--- src/rtl/vga_scan_timing_if.sv ---
// -----------------------------------------------------------------------------
// vga_scan_timing_if
//
// Bundle between the raster scan generator, the colour mapper and the VGA DAC.
//
//   Red_in/Green_in/Blue_in [7:0]  mapper colour for the current DrawX/DrawY
//   DrawX/DrawY             [9:0]  current scan position (includes blanking)
//   VGA_R/VGA_G/VGA_B       [7:0]  registered colour to the DAC
//   VGA_HS, VGA_VS                 active-low syncs
//   VGA_BLANK_N                    low outside the visible region
//   VGA_SYNC_N                     tied low
//   VGA_CLK                        pixel clock
//   frame_tick                     one-clock pulse at the start of vertical blank
//
// Modports:
//   master : the scan timing generator (drives position, DAC and tick)
//   slave  : the mapper / DAC side (drives colour, observes everything else)
// -----------------------------------------------------------------------------
`timescale 1ns/1ps

interface vga_scan_timing_if;
    logic [7:0] Red_in;
    logic [7:0] Green_in;
    logic [7:0] Blue_in;
    logic [9:0] DrawX;
    logic [9:0] DrawY;
    logic [7:0] VGA_R;
    logic [7:0] VGA_G;
    logic [7:0] VGA_B;
    logic       VGA_HS;
    logic       VGA_VS;
    logic       VGA_BLANK_N;
    logic       VGA_SYNC_N;
    logic       VGA_CLK;
    logic       frame_tick;

    modport master (
        input  Red_in, Green_in, Blue_in,
        output DrawX, DrawY,
        output VGA_R, VGA_G, VGA_B,
        output VGA_HS, VGA_VS, VGA_BLANK_N, VGA_SYNC_N, VGA_CLK,
        output frame_tick
    );

    modport slave (
        output Red_in, Green_in, Blue_in,
        input  DrawX, DrawY,
        input  VGA_R, VGA_G, VGA_B,
        input  VGA_HS, VGA_VS, VGA_BLANK_N, VGA_SYNC_N, VGA_CLK,
        input  frame_tick
    );
endinterface

--- src/rtl/vga_scan_timing.sv ---
// -----------------------------------------------------------------------------
// vga_scan_timing
//
// Raster scan generator for a VGA DAC. Divides the system clock down to the
// pixel rate, runs the horizontal/vertical counters, exposes them as
// DrawX/DrawY for the colour mapper, and registers the mapper's colour together
// with sync and blank so all DAC-facing signals describe the same pixel in the
// same cycle (one pixel of latency behind DrawX/DrawY).
//
// Ports:
//   Clk      in   system clock (50 MHz)
//   Reset_n  in   asynchronous active-low reset
//   vga      master modport of vga_scan_timing_if (colour in, position,
//            DAC signals and frame_tick out)
//
// Build option:
//   VGA_TEST_PATTERN_EN  when defined, the mapper colour is ignored and the
//                        visible area shows 8 vertical colour bars
//                        (bit0 = blue, bit1 = green, bit2 = red). Sync, blank
//                        and frame_tick timing are unchanged.
//
// H_TOTAL and V_TOTAL must not exceed 1024 (10-bit counters).
// -----------------------------------------------------------------------------
`timescale 1ns/1ps

module vga_scan_timing #(
    parameter int CLK_DIV   = 2,
    parameter int H_VISIBLE = 640,
    parameter int H_FP      = 16,
    parameter int H_SYNC    = 96,
    parameter int H_BP      = 48,
    parameter int V_VISIBLE = 480,
    parameter int V_FP      = 10,
    parameter int V_SYNC    = 2,
    parameter int V_BP      = 33
) (
    input  logic              Clk,
    input  logic              Reset_n,
    vga_scan_timing_if.master vga
);

    localparam int H_TOTAL = H_VISIBLE + H_FP + H_SYNC + H_BP;
    localparam int V_TOTAL = V_VISIBLE + V_FP + V_SYNC + V_BP;
    localparam int DIV_W   = $clog2(CLK_DIV);

    localparam logic [DIV_W-1:0] DIV_LAST = DIV_W'(CLK_DIV - 1);
    localparam logic [DIV_W-1:0] DIV_HALF = DIV_W'(CLK_DIV / 2);

    localparam logic [9:0] H_LAST      = 10'(H_TOTAL - 1);
    localparam logic [9:0] V_LAST      = 10'(V_TOTAL - 1);
    localparam logic [9:0] H_VIS_END   = 10'(H_VISIBLE);
    localparam logic [9:0] V_VIS_END   = 10'(V_VISIBLE);
    localparam logic [9:0] HS_START    = 10'(H_VISIBLE + H_FP);
    localparam logic [9:0] HS_END      = 10'(H_VISIBLE + H_FP + H_SYNC - 1);
    localparam logic [9:0] VS_START    = 10'(V_VISIBLE + V_FP);
    localparam logic [9:0] VS_END      = 10'(V_VISIBLE + V_FP + V_SYNC - 1);
    // Last visible line: wrapping out of it starts vertical blank.
    localparam logic [9:0] V_LAST_VIS  = 10'(V_VISIBLE - 1);

    // ------------------------------------------------------------------
    // State
    // ------------------------------------------------------------------
    logic [DIV_W-1:0] div_reg;
    logic [DIV_W-1:0] div_next;
    logic [9:0]       hc_reg;
    logic [9:0]       hc_next;
    logic [9:0]       vc_reg;
    logic [9:0]       vc_next;
    logic             hs_reg;
    logic             vs_reg;
    logic             blank_n_reg;
    logic             vga_clk_reg;
    logic             frame_tick_reg;

    logic             pix_en;
    logic             visible;
    logic             hsync_active;
    logic             vsync_active;
    logic             frame_tick_next;

    logic [2:0][7:0]  color_in;
    logic [2:0][7:0]  color_out;

    // Channel order 0 = red, 1 = green, 2 = blue.
    assign color_in[0] = vga.Red_in;
    assign color_in[1] = vga.Green_in;
    assign color_in[2] = vga.Blue_in;

    // ------------------------------------------------------------------
    // Next-state logic for divider and counters
    // ------------------------------------------------------------------
    always_comb begin
        pix_en          = (div_reg == DIV_LAST);
        div_next        = pix_en ? '0 : div_reg + DIV_W'(1);
        hc_next         = hc_reg;
        vc_next         = vc_reg;
        if (pix_en) begin
            if (hc_reg == H_LAST) begin
                hc_next = '0;
                vc_next = (vc_reg == V_LAST) ? '0 : vc_reg + 10'd1;
            end else begin
                hc_next = hc_reg + 10'd1;
            end
        end

        visible         = (hc_reg < H_VIS_END) && (vc_reg < V_VIS_END);
        hsync_active    = (hc_reg >= HS_START) && (hc_reg <= HS_END);
        vsync_active    = (vc_reg >= VS_START) && (vc_reg <= VS_END);
        // Registered, so the pulse lines up with DrawX/DrawY showing (0, V_VISIBLE).
        frame_tick_next = pix_en && (hc_reg == H_LAST) && (vc_reg == V_LAST_VIS);
    end

    // ------------------------------------------------------------------
    // Divider, counters, sync/blank output stage
    // ------------------------------------------------------------------
    always_ff @(posedge Clk or negedge Reset_n) begin
        if (!Reset_n) begin
            div_reg        <= '0;
            hc_reg         <= '0;
            vc_reg         <= '0;
            hs_reg         <= 1'b1;
            vs_reg         <= 1'b1;
            blank_n_reg    <= 1'b0;
            vga_clk_reg    <= 1'b0;
            frame_tick_reg <= 1'b0;
        end else begin
            div_reg        <= div_next;
            hc_reg         <= hc_next;
            vc_reg         <= vc_next;
            // Registered from div_next so VGA_CLK tracks the divider phase
            // it is shown alongside: high for the first half of each pixel.
            vga_clk_reg    <= (div_next < DIV_HALF);
            frame_tick_reg <= frame_tick_next;
            if (pix_en) begin
                hs_reg      <= !hsync_active;
                vs_reg      <= !vsync_active;
                blank_n_reg <= visible;
            end
        end
    end

    // ------------------------------------------------------------------
    // Colour source
    // ------------------------------------------------------------------
`ifdef VGA_TEST_PATTERN_EN
    localparam logic [9:0] BAR_W = 10'(H_VISIBLE / 8);
    logic [2:0] bar_idx;
    assign bar_idx = 3'(hc_reg / BAR_W);
`endif

    // One registered colour channel per generate iteration; blanking forces
    // black so the DAC never sees mapper output outside the visible area.
    genvar gi;
    generate
        for (gi = 0; gi < 3; gi++) begin : g_chan
            logic [7:0] src;
            logic [7:0] chan_reg;
`ifdef VGA_TEST_PATTERN_EN
            assign src = {8{bar_idx[2-gi]}};
`else
            assign src = color_in[gi];
`endif
            always_ff @(posedge Clk or negedge Reset_n) begin
                if (!Reset_n) begin
                    chan_reg <= 8'h00;
                end else if (pix_en) begin
                    chan_reg <= visible ? src : 8'h00;
                end
            end
            assign color_out[gi] = chan_reg;
        end
    endgenerate

`ifdef VGA_TEST_PATTERN_EN
    // Mapper colour is intentionally unused in pattern mode.
    logic unused_color;
    assign unused_color = ^color_in;
`endif

    // ------------------------------------------------------------------
    // Outputs
    // ------------------------------------------------------------------
    assign vga.DrawX       = hc_reg;
    assign vga.DrawY       = vc_reg;
    assign vga.VGA_R       = color_out[0];
    assign vga.VGA_G       = color_out[1];
    assign vga.VGA_B       = color_out[2];
    assign vga.VGA_HS      = hs_reg;
    assign vga.VGA_VS      = vs_reg;
    assign vga.VGA_BLANK_N = blank_n_reg;
    assign vga.VGA_SYNC_N  = 1'b0;
    assign vga.VGA_CLK     = vga_clk_reg;
    assign vga.frame_tick  = frame_tick_reg;

endmodule

--- src/flat_wrapper.sv ---
// flat-port wrapper written by rule: the top's interface ports become plain ports
module vga_scan_timing_flat 
#(
    parameter int CLK_DIV   = 2,
    parameter int H_VISIBLE = 640,
    parameter int H_FP      = 16,
    parameter int H_SYNC    = 96,
    parameter int H_BP      = 48,
    parameter int V_VISIBLE = 480,
    parameter int V_FP      = 10,
    parameter int V_SYNC    = 2,
    parameter int V_BP      = 33
)
  (Clk, Reset_n, vga_Red_in, vga_Green_in, vga_Blue_in, vga_DrawX, vga_DrawY, vga_VGA_R, vga_VGA_G, vga_VGA_B, vga_VGA_HS, vga_VGA_VS, vga_VGA_BLANK_N, vga_VGA_SYNC_N, vga_VGA_CLK, vga_frame_tick);
  vga_scan_timing_if vga_i ();
  input  logic Clk;
  input  logic Reset_n;
  input wire logic [$bits(vga_i.Red_in)-1:0] vga_Red_in;
  input wire logic [$bits(vga_i.Green_in)-1:0] vga_Green_in;
  input wire logic [$bits(vga_i.Blue_in)-1:0] vga_Blue_in;
  output wire logic [$bits(vga_i.DrawX)-1:0] vga_DrawX;
  output wire logic [$bits(vga_i.DrawY)-1:0] vga_DrawY;
  output wire logic [$bits(vga_i.VGA_R)-1:0] vga_VGA_R;
  output wire logic [$bits(vga_i.VGA_G)-1:0] vga_VGA_G;
  output wire logic [$bits(vga_i.VGA_B)-1:0] vga_VGA_B;
  output wire logic [$bits(vga_i.VGA_HS)-1:0] vga_VGA_HS;
  output wire logic [$bits(vga_i.VGA_VS)-1:0] vga_VGA_VS;
  output wire logic [$bits(vga_i.VGA_BLANK_N)-1:0] vga_VGA_BLANK_N;
  output wire logic [$bits(vga_i.VGA_SYNC_N)-1:0] vga_VGA_SYNC_N;
  output wire logic [$bits(vga_i.VGA_CLK)-1:0] vga_VGA_CLK;
  output wire logic [$bits(vga_i.frame_tick)-1:0] vga_frame_tick;
  assign vga_i.Red_in = vga_Red_in;
  assign vga_i.Green_in = vga_Green_in;
  assign vga_i.Blue_in = vga_Blue_in;
  assign vga_DrawX = vga_i.DrawX;
  assign vga_DrawY = vga_i.DrawY;
  assign vga_VGA_R = vga_i.VGA_R;
  assign vga_VGA_G = vga_i.VGA_G;
  assign vga_VGA_B = vga_i.VGA_B;
  assign vga_VGA_HS = vga_i.VGA_HS;
  assign vga_VGA_VS = vga_i.VGA_VS;
  assign vga_VGA_BLANK_N = vga_i.VGA_BLANK_N;
  assign vga_VGA_SYNC_N = vga_i.VGA_SYNC_N;
  assign vga_VGA_CLK = vga_i.VGA_CLK;
  assign vga_frame_tick = vga_i.frame_tick;
  vga_scan_timing #(.CLK_DIV(CLK_DIV), .H_VISIBLE(H_VISIBLE), .H_FP(H_FP), .H_SYNC(H_SYNC), .H_BP(H_BP), .V_VISIBLE(V_VISIBLE), .V_FP(V_FP), .V_SYNC(V_SYNC), .V_BP(V_BP)) u_core (.Clk(Clk), .Reset_n(Reset_n), .vga(vga_i));
endmodule
--- config.mk ---
export PLATFORM = sky130hd
export DESIGN_NAME = vga_scan_timing_flat
export DESIGN_NICKNAME = d
export VERILOG_FILES = /design/src/rtl/vga_scan_timing_if.sv /design/src/rtl/vga_scan_timing.sv /design/src/flat_wrapper.sv
export SDC_FILE = /design/constraint.sdc
export NUM_CORES = 1
export LEC_CHECK = 0
export CAP_MARGIN = 20
export CORE_MARGIN = 2
export CORE_UTILIZATION = 41
export CTS_BUF_LIST = sky130_fd_sc_hd__clkbuf_8
export DETAILED_ROUTE_END_ITERATION = 8
export GPL_ROUTABILITY_DRIVEN = 0
export MAX_ROUTING_LAYER = met4
export PLACE_DENSITY = 0.74
export SETUP_SLACK_MARGIN = 0.3
export SLEW_MARGIN = 30
export SYNTH_ARGS = -nofsm -noshare
export SYNTH_HDL_FRONTEND = slang
export SYNTH_SLANG_ARGS = --single-unit
export TNS_END_PERCENT = 5
--- constraint.sdc ---
create_clock -name Clk -period 2.22 [get_ports Clk]
set_clock_uncertainty 0.15 [all_clocks]
set_input_delay 0.333 -clock Clk [delete_from_list [all_inputs] [get_ports Clk]]
set_output_delay 0.333 -clock Clk [all_outputs]
set_load 0.005 [all_outputs]
==> metrics, run 1 <==
global-route usage over all layers=0.1907; clock-pin slew reported for the worst setup and hold paths after clock tree synthesis=around 90 ps; flop2flop setup slack=roughly 84 ps; Synth cell types=~40; syn nets=210; post-synthesis sequential element count=50; Site Rows=26; post-synthesis sequential area ratio=0.5943; highest-count cells in the layout ignoring fill and taps=73 x clkdlybuf4s50_1, 48 x dfrtp_1, 24 x a22o_1, 16 x buf_4, 11 x nand2_1; maximum number of pins on one net before global-route repair=30; Finish-stage setup viols=0; fraction of the cycle the final worst path needs=0.9622; Flop pwr share=0.552; switching power as a share of total power=0.2063; Mapped Cells=180; routed via count=1760; worst setup path class=flop to flop; Int Pwr=between 1 and 1.5 mW; fin nets=300; run status=finished, final reports clean; most frequent standard cell in the layout excluding fill and tap cells=clkdlybuf4s50_1; die outline width=75.73 µm; H-tree depth reported by CTS=2; worst-skew pair later-pin latency=around 310 ps; PortBufs=74; initial antenna violation count=0; area of the core=~0.005 mm²; fin. max-slew vios=0; initial detailed-routing violation count=132; initial core utilization=0.4184; Worst path max stage delay=roughly 540 ps; worst path required time=approximately 2300 ps; cell type contributing the most total cell area after synthesis=dfrtp_1; Final Hold Slack=~340 ps; Max-Slew Margin vs Limit=0.6404; Clock Sinks=50; clock period minus worst slack=~2100 ps; dominant cells by area after synthesis=dfrtp_1 57%, a22o_1 10%, xnor2_1 2.9%, dfstp_2 2.5%, ha_1 2.4%; antenna-violating nets left=0; VDD IR-drop max=0.0003668 V; Area Overhead vs Synth=50.71%; full die area=approximately 0.0057 mm²; top-level I/O count=76; cell repeated most along the worst path=or4b_4; count of flip-flops with a built-in enable after synthesis=0; accumulated negative setup slack=0 ps; combinational cell fraction of total power=0.078; startpoint class of the critical path=flop; per-instance average area after synthesis=11.72 µm²; Post-route DRC=0; count of antenna diodes in the layout=0; router iterations before antenna repair=4; unrepaired setup endpoints after global routing=true; per-cell routed wire length=14.50 µm; via count normalized by instance count=between 5 and 6; Worst Tran Pin Value=539.5 ps; final core utilization=0.6305; overall die height=75.73 µm; Fin. Hold Viols=0; LEAKAGE=between 1 and 1.5 nW; vias in the first global route=between 1500 and 2000; startpoint of the worst hold path=u_core.vga.VGA_BLANK_N$_DFFE_PN0P_; P_sw=between 300 and 400 µW; Yosys Warn Count=0; library cell used as clock root buffer=clkbuf_8; wire length of the first global-routing pass=roughly 7900 µm; proportion of netlist area held by the largest area contributor=0.5694; buffer levels on the longest clock path=2; leading register cell type out of synthesis=dfrtp_1; total half-perimeter wirelength after legalization and detailed placement=roughly 3600 µm; library cell contributing the largest single delay on the critical path=or4b_4; min-delay worst type=flop to flop; Post-Synthesis Cell Area=~0.0021 mm²; Tot Pwr=1.710 mW; highest clock frequency the design can meet=0.4681 GHz; maximum fanout count along the critical path=5; number of max-cap violations=0; aggregate global routing overflow=0; arrival time reported for the critical path endpoint=about 2200 ps; CTS tree=built; area used by multi-input combinational logic=just over 800 µm²; CP endpoint kind=flop; beginning of the worst register-to-register path=u_core.vga.DrawX[5]$_DFFE_PN0P_; share of post-route cells with drive strength above 1=0.1365; TritonCTS Buffers=5; Filler cells=413; part of the total power dissipated in the clock network=0.370; post-synthesis async set-or-reset flop share=1.000; register area=between 0.001 and 0.0015 mm²; worst setup path start=u_core.vga.DrawX[5]$_DFFE_PN0P_; drt total wl=between 4000 and 5000 µm; ordered list of cells on the worst path=or4b_4 -> or3_4 -> or4b_4 -> a22oi_2; power density normalized to cell area=around 540 mW/mm²
-- power by group through the flow --
stage	clock, mW	sequential [mW]	combinational [mW]
6_report	0.632	0.944	0.134
5_1_grt	0.698	0.947	0.147
4_1_cts	0.655	0.944	0.137
3_5_place_dp	0	0.962	0.135
3_3_place_gp	0	0.962	0.134
2_1_floorplan	0	0.964	0.0205
-- kinds of logic (layout without fill, tap and decap cells) --
kind of cell | Yosys count | after routing | synth area share
other | 1 | 1 | 0.001778
DFF | 50 | 50 | 0.5943
xor gates and xnor gates | 10 | 10 | 0.04152
buffers and inverters | 16 | 107 | 0.03143
and+or+nand+nor | 57 | 57 | 0.1518
AOI/OAI and AO/OA | 42 | 42 | 0.1554
adders and majority gates | 4 | 4 | 0.02373
-- metal layers --
layer,GRT usage,up-vias,wire length [µm]
met5,-,-,0
met4,0.1014,0,123
met3,0.02910,10,179
met2,0.2957,45,2463
met1,0.2411,868,2179
li1,-,837,-
-- layout make-up --
cell class,instances,area share
Sequential cell,50,0.3943
Inverter,7,0.008264
Tap cell,70,0.02755
Clock inverter,3,0.01299
Multi-Input combinational cell,114,0.2566
Clock buffer,5,0.02165
Timing Repair Buffer,92,0.2786
-- through the flow --
step | setup slack, ps | cells | area (µm²)
after global routing | 45.55 | 341 | 3179
after global placement | 61.22 | 331 | 3025
final | 83.89 | 341 | 3179
after detailed placement | -1.924 | 331 | 3025
after CTS | 59.79 | 340 | 3151
after floorplan | -174.4 | 180 | 2118
-- path summary, 6_finish.rpt --
check,endpoint,depth (start not counted)
setup / recovery,u_core.vga.DrawY[9]$_DFFE_PN0P_,4
hold / removal,u_core.vga.VGA_BLANK_N$_DFFE_PN0P_,1
setup reg to reg,u_core.vga.DrawY[9]$_DFFE_PN0P_,4
hold reg to reg,u_core.vga.VGA_BLANK_N$_DFFE_PN0P_,1
max in group asynchronous,u_core.vga.VGA_HS$_DFFE_PN1P_,3
min in group asynchronous,u_core.vga.DrawY[4]$_DFFE_PN0P_,2
-- synthesized netlist by cell type, types with 2 or more instances --
master,count
nand2_1,11
ha_1,4
nand4_1,6
nor2_1,10
nor4_1,3
a22o_1,24
o21ai_0,5
o22ai_1,2
inv_1,6
clkbuf_1,6
nand3_1,9
xor2_1,3
a21o_1,2
dfstp_2,2
or3_1,2
or4b_1,2
dfrtp_1,48
a21oi_1,3
nor3_1,4
xnor2_1,7
-- worst max-delay path, delay by kind of cell, from the launching register on --
kind	cells	cell delay (ps)
and+or+nand+nor	3	1410
DFF	1	390
AOI/OAI and AO/OA	1	120
-- repair_timing --
action / 4_1_cts / 5_1_grt
pin swaps: 1 / 0
hold buffers: 1 / 0
endpoints found under the setup margin: 33 / 12
setup buffers: 0 / 1
endpoints found under the hold margin: 20 / 0
resized for setup: 1 / 4
cloned: 0 / 0
No activity file was read; power rests on OpenSTA's default activity.
==> run 2, diff against run 1 <==
--- a/config.mk
+++ b/config.mk
@@ -5,14 +5,14 @@
 export SDC_FILE = /design/constraint.sdc
 export NUM_CORES = 1
 export LEC_CHECK = 0
-export CAP_MARGIN = 20
 export CORE_MARGIN = 2
-export CORE_UTILIZATION = 41
+export CORE_UTILIZATION = 45
 export CTS_BUF_LIST = sky130_fd_sc_hd__clkbuf_8
 export DETAILED_ROUTE_END_ITERATION = 8
-export GPL_ROUTABILITY_DRIVEN = 0
+export DONT_BUFFER_PORTS = 1
+export GPL_ROUTABILITY_DRIVEN = 1
 export MAX_ROUTING_LAYER = met4
-export PLACE_DENSITY = 0.74
+export PLACE_DENSITY = 0.59
 export SETUP_SLACK_MARGIN = 0.3
 export SLEW_MARGIN = 30
 export SYNTH_ARGS = -nofsm -noshare
==> metrics, run 2 (same netlist as run 1, synthesis figures left out) <==
run status=finished, final reports clean; share of post-route cells with drive strength above 1=0.2092 (+0.07265); startpoint class of the critical path=flop; Fin. Hold Viols=0 (unchanged); routed via count=1489 (-15%); per-cell routed wire length=18.59 µm (+28%); register area=0.001256 mm² (+0.20%); post-route design area=0.002456 mm² (-23%); most congested layer reported by global routing=met2; Finish-stage setup viols=0 (unchanged); highest clock frequency the design can meet=0.4622 GHz (-1.3%); Site Rows=24 (-7.7%); H-tree depth reported by CTS=2 (unchanged); Area Overhead vs Synth=16.43%; die outline width=72.47 µm (-4.3%); via count normalized by instance count=6.004 (+16%); power density normalized to cell area=631.8 mW/mm² (+17%); part of the total power dissipated in the clock network=0.357 (-0.013); accumulated negative setup slack=0 ps (unchanged); worst path required time=2280 ps (-20 ps); highest-count cells in the layout ignoring fill and taps=46 x dfrtp_1, 24 x a22o_1, 13 x buf_4, 11 x nand2_1, 10 x nor2_1; clock-pin slew reported for the worst setup and hold paths after clock tree synthesis=90 ps (about the same); Final Hold Slack=16.57 ps (-320.7 ps); Int Pwr=1.212 mW (-11%); most frequent standard cell in the layout excluding fill and tap cells=dfrtp_1; total half-perimeter wirelength after legalization and detailed placement=3256 µm (-8.6%); flop2flop setup slack=60 ps (-30 ps); fin. max-slew vios=0 (unchanged); library cell used as clock root buffer=clkbuf_8; clock period minus worst slack=2164 ps (+27.40 ps); CP endpoint kind=flop; Flop pwr share=0.613 (+0.061); Post-route DRC=0 (unchanged); worst setup path class=flop to flop; combinational cell fraction of total power=0.030 (-0.048); number of placed cells counting well taps=237 (-28%); buffer levels on the longest clock path=2 (unchanged); count of antenna diodes in the layout=0 (unchanged); drt total wl=4610 µm (-6.8%); Clock Sinks=50 (unchanged); VDD IR-drop max=0.0002502 V (-32%); fin nets=225 (-25%); P_sw=339.5 µW (-3.8%); top-level I/O count=76 (unchanged); met2 Resource Use GR=0.2905 (-0.005132); M1 GR Usage=0.2382 (-0.002862); arrival time reported for the critical path endpoint=2230 ps (about the same); worst-skew pair later-pin latency=290 ps (-20 ps); Filler cells=385 (-6.8%); wire length of the first global-routing pass=7403 µm (-6.0%); vias in the first global route=1519 (-8.8%); router iterations before antenna repair=4 (unchanged); CTS tree=built; instance area after placement=0.002240 mm² (-26%); TritonCTS Buffers=5 (unchanged); maximum fanout count along the critical path=5 (unchanged); area of the core=0.004444 mm² (-12%); initial core utilization=0.4747 (+0.05630); maximum number of pins on one net before global-route repair=51 (+70%); area used by multi-input combinational logic=853.3 µm² (+4.6%); PortBufs=0 (-100%); LEAKAGE=1.127 nW (-20%); initial detailed-routing violation count=146 (+11%); global-route usage over all layers=0.1851 (-0.005645); overall die height=72.47 µm (-4.3%); number of standard cells in the layout, taps in and fillers out=248 (-27%); number of max-cap violations=0 (unchanged); final core utilization=0.5526 (-0.07788); fraction of the cycle the final worst path needs=0.9746 (+0.01234); switching power as a share of total power=0.2187 (+0.01250); initial antenna violation count=0 (unchanged); min-delay worst type=primary input to flop; M3 GR Usage=0.05417 (+0.02507); full die area=0.005251 mm² (-8.4%); antenna-violating nets left=0 (unchanged); aggregate global routing overflow=0 (unchanged); unrepaired setup endpoints after global routing=true; Final Wtd Congestion=about 0.83
==> run 2: area by class of cell <==
| cell class | instances | area share |
|---|---|---|
| repair buffers | 17 | 0.06368 |
| inverters | 7 | 0.01070 |
| clock inverters | 2 | 0.006623 |
| flip-flops and latches | 50 | 0.5115 |
| clock buffers | 6 | 0.03362 |
| multi-input cells | 114 | 0.3474 |
| well taps | 52 | 0.02649 |
==> run 2: power by group through the flow <==
| stage | logic (mW) | clock network (mW) | registers [mW] |
|---|---|---|---|
| 3_3_place_gp | 0.0203 | 0 | 0.969 |
| 4_1_cts | 0.0469 | 0.573 | 0.952 |
| 6_report | 0.0468 | 0.554 | 0.951 |
| 5_1_grt | 0.0536 | 0.610 | 0.955 |
| 2_1_floorplan | 0.0205 | 0 | 0.964 |
| 3_5_place_dp | 0.0216 | 0 | 0.970 |
==> run 2: final timing paths <==
path                                                         to                             from  cells past startpoint
worst max register to register  u_core.vga.DrawY[9]$_DFFE_PN0P_  u_core.vga.DrawX[5]$_DFFE_PN0P_                      4
max in group asynchronous         u_core.vga.VGA_HS$_DFFE_PN1P_                          Reset_n                      2
worst min-delay path            u_core.vga.VGA_B[0]$_DFFE_PN0P_                   vga_Blue_in[0]                      1
worst max-delay path            u_core.vga.DrawY[9]$_DFFE_PN0P_  u_core.vga.DrawX[5]$_DFFE_PN0P_                      4
worst min register to register    u_core.vga.VGA_HS$_DFFE_PN1P_    u_core.vga.VGA_HS$_DFFE_PN1P_                      2
min in group asynchronous       u_core.vga.DrawY[5]$_DFFE_PN0P_                          Reset_n                      2
==> run 2: critical path: stages (launching register included) <==
cell	delay (ps)
dfrtp_1	380
or4b_4	540
or3_4	370
or4b_4	490
a22oi_2	150
==> run 2: what timing repair did <==
action | CTS | global route
buffers inserted | 0 | 0
resized for setup | 2 | 14
endpoints found under the setup margin | 35 | 37
hold buffers | 2 | 1
pin swaps | 2 | 4
hold endpoints to repair | 50 | 1
==> run 2: per-stage QoR <==
step,worst slack (ps),power [mW]
after floorplan,-174.4,0.9846
after global placement,63.72,0.9894
after detailed placement,1.563,0.9914
after CTS,38.58,1.572
after global routing,-13.67,1.619
final,56.49,1.552
==> run 2: per-layer routing <==
metal	share of wire	vias up
li1	-	685
met1	0.42	733
met2	0.49	65
met3	0.080	6
met4	0.012	0
met5	0	-
==> run 3, diff against run 2 <==
--- a/config.mk
+++ b/config.mk
@@ -12,7 +12,7 @@
 export DONT_BUFFER_PORTS = 1
 export GPL_ROUTABILITY_DRIVEN = 1
 export MAX_ROUTING_LAYER = met4
-export PLACE_DENSITY = 0.59
+export PLACE_DENSITY = 0.57
 export SETUP_SLACK_MARGIN = 0.3
 export SLEW_MARGIN = 30
 export SYNTH_ARGS = -nofsm -noshare
==> constraint.sdc (replaced) <==
create_clock -name Clk -period 2.5 [get_ports Clk]
set_clock_uncertainty 0.15 [all_clocks]
set_input_delay 0.375 -clock Clk [delete_from_list [all_inputs] [get_ports Clk]]
set_output_delay 0.375 -clock Clk [all_outputs]
set_load 0.005 [all_outputs]
==> metrics, run 3 (same netlist as run 1, synthesis figures left out) <==
Filler cells=392 (+1.8%); arrival time reported for the critical path endpoint=2260 ps (+30 ps); fraction of the cycle the final worst path needs=0.8753 (-0.09926); per-cell routed wire length=18.51 µm (-0.40%); antenna-violating nets left=0 (unchanged); highest clock frequency the design can meet=0.4570 GHz (-1.1%); r2r endpoint=u_core.vga.DrawY[9]$_DFFE_PN0P_; worst path required time=2570 ps (+290 ps); run status=finished, final reports clean; vias in the first global route=1398 (-8.0%); H-tree depth reported by CTS=2 (unchanged); CP endpoint kind=flop; PortBufs=0 (unchanged); Post-route DRC=0 (unchanged); via count normalized by instance count=6.058 (+0.90%); fin nets=218 (-3.1%); worst setup slack after placement=207.2 ps (+205.6 ps); top-level I/O count=76 (unchanged); aggregate global routing overflow=0 (unchanged); overall die height=72.47 µm (unchanged); Fin. Hold Viols=0 (unchanged); accumulated negative setup slack=0 ps (unchanged); area used by multi-input combinational logic=795.8 µm² (-6.7%); TritonCTS Buffers=5 (unchanged); maximum fanout count along the critical path=8 (+3); Finish-stage setup viols=0 (unchanged); clock period minus worst slack=2188 ps (+24.72 ps); Post-CTS Setup Inserts=0 (unchanged); flop2flop setup slack=310 ps (+260 ps); count of antenna diodes in the layout=0 (unchanged); Tot Pwr=1.447 mW (-6.8%); drt total wl=4462 µm (-3.2%); worst path setup slack after routing=311.8 ps (+255.3 ps); CTS tree=built; routed via count=1460 (-1.9%); worst setup path class=flop to flop; number of max-cap violations=0 (unchanged); highest-count cells in the layout ignoring fill and taps=47 x dfrtp_1, 24 x a22o_1, 11 x nand2_1, 10 x nor2_1, 9 x nand3_1; global-route usage over all layers=0.1790 (-0.006023); buffer levels on the longest clock path=2 (unchanged); clock-pin slew reported for the worst setup and hold paths after clock tree synthesis=100 ps (about the same); die outline width=72.47 µm (unchanged); Worst Tran Pin Value=~730 ps; unrepaired setup endpoints after global routing=true; Final Wtd Congestion=0.8115 (-2.8%); most frequent standard cell in the layout excluding fill and tap cells=dfrtp_1; Site Rows=24 (unchanged); initial core utilization=0.4747 (unchanged); Area Overhead vs Synth=11.39%; total half-perimeter wirelength after legalization and detailed placement=3159 µm (-3.0%); Clock Sinks=50 (unchanged); beginning of the worst register-to-register path=u_core.vga.DrawX[6]$_DFFE_PN0P_; area of the core=0.004444 mm² (unchanged); VDD IR-drop max=0.0002872 V (+15%); register area=0.001255 mm² (about the same); library cell used as clock root buffer=clkbuf_8; fin. max-slew vios=0 (unchanged); initial antenna violation count=0 (unchanged); LEAKAGE=1.096 nW (-2.7%); power density normalized to cell area=615.6 mW/mm² (-2.6%); startpoint class of the critical path=flop; worst hold path depth=1 (unchanged); initial detailed-routing violation count=102 (-30%); worst-skew pair later-pin latency=310 ps (+20 ps); Max-Slew Margin vs Limit=0.5059; share of post-route cells with drive strength above 1=0.1323 (-0.07691); startpoint of the worst hold path=vga_Green_in[7]; min-delay worst type=primary input to flop; wire length of the first global-routing pass=6982 µm (-5.7%); full die area=0.005251 mm² (unchanged); end point of the worst hold path=u_core.vga.VGA_G[7]$_DFFE_PN0P_; router iterations before antenna repair=4 (unchanged); maximum number of pins on one net before global-route repair=51 (unchanged); R2R depth=4 (unchanged)
## run 3: cell types whose count changed in the layout (fill, tap and decap cells not counted), moves of 2 or more
cell	before	now
or4b_1	0	2
buf_4	13	8
nor4_1	1	3
or4b_4	2	0
## run 3: through the flow
stage / hold WS, ps / util / cells / area, µm²
after global routing: 27.37 / 0.5287 / 241 / 2350
after detailed placement: -69.24 / 0.4938 / 231 / 2195
after global placement: -69.36 / 0.4938 / 231 / 2195
after CTS: 36.02 / 0.5282 / 241 / 2347
final: 40.58 / 0.5287 / 241 / 2350
after floorplan: -70.59 / - / 180 / 2118
## run 3: per-layer routing
layer | share of wire | wire [µm] | track usage
met5 | 0 | 0 | -
met4 | 0.013 | 59 | 0.04938
met3 | 0.080 | 355 | 0.06806
met2 | 0.47 | 2092 | 0.2569
met1 | 0.44 | 1953 | 0.2393
## run 3: cell type report
| cell class | instances | area share |
|---|---|---|
| clock buffer | 5 | 0.02929 |
| multi-input combinational | 114 | 0.3387 |
| timing repair buffer | 10 | 0.04153 |
| clock inverter | 3 | 0.01757 |
| inverter | 7 | 0.01118 |
| sequential | 50 | 0.5341 |
| tap | 52 | 0.02769 |
## run 3: power breakdown
part	switching (mW)	internal [mW]	total, mW
Combinational	0.0206	0.0194	0.0400
Sequential	0.0170	0.828	0.845
Clock	0.267	0.295	0.562
## run 3: how the worst max path moves through the flow
| stage | start | end | slack [ps] | cells after the start |
|---|---|---|---|---|
| 2_1_floorplan | u_core.vga.DrawX[5]$_DFFE_PN0P_ | u_core.vga.DrawY[9]$_DFFE_PN0P_ | 110 | 6 |
| 3_3_place_gp | u_core.vga.DrawX[6]$_DFFE_PN0P_ | u_core.vga.DrawY[9]$_DFFE_PN0P_ | 230 | 4 |
| 3_5_place_dp | u_core.vga.DrawX[6]$_DFFE_PN0P_ | u_core.vga.DrawY[9]$_DFFE_PN0P_ | 210 | 4 |
| 4_1_cts | u_core.vga.DrawX[6]$_DFFE_PN0P_ | u_core.vga.DrawY[9]$_DFFE_PN0P_ | 300 | 4 |
| 5_1_grt | u_core.vga.DrawX[6]$_DFFE_PN0P_ | u_core.vga.DrawY[9]$_DFFE_PN0P_ | 270 | 4 |
| 6_report | u_core.vga.DrawX[6]$_DFFE_PN0P_ | u_core.vga.DrawY[9]$_DFFE_PN0P_ | 310 | 4 |
## run 3: timing repair
action,4_1_cts,5_1_grt
gates resized for setup,1,1
pin swaps,1,0
endpoints found under the setup margin,2,4
hold endpoints to repair,50,0
hold buffers,2,0
## run 3: worst max-delay path, stage by stage, from the launching register on
cell and delay (ps):
dfrtp_2 450, or4b_1 500, or3_4 390, or4b_1 470, a22oi_1 140
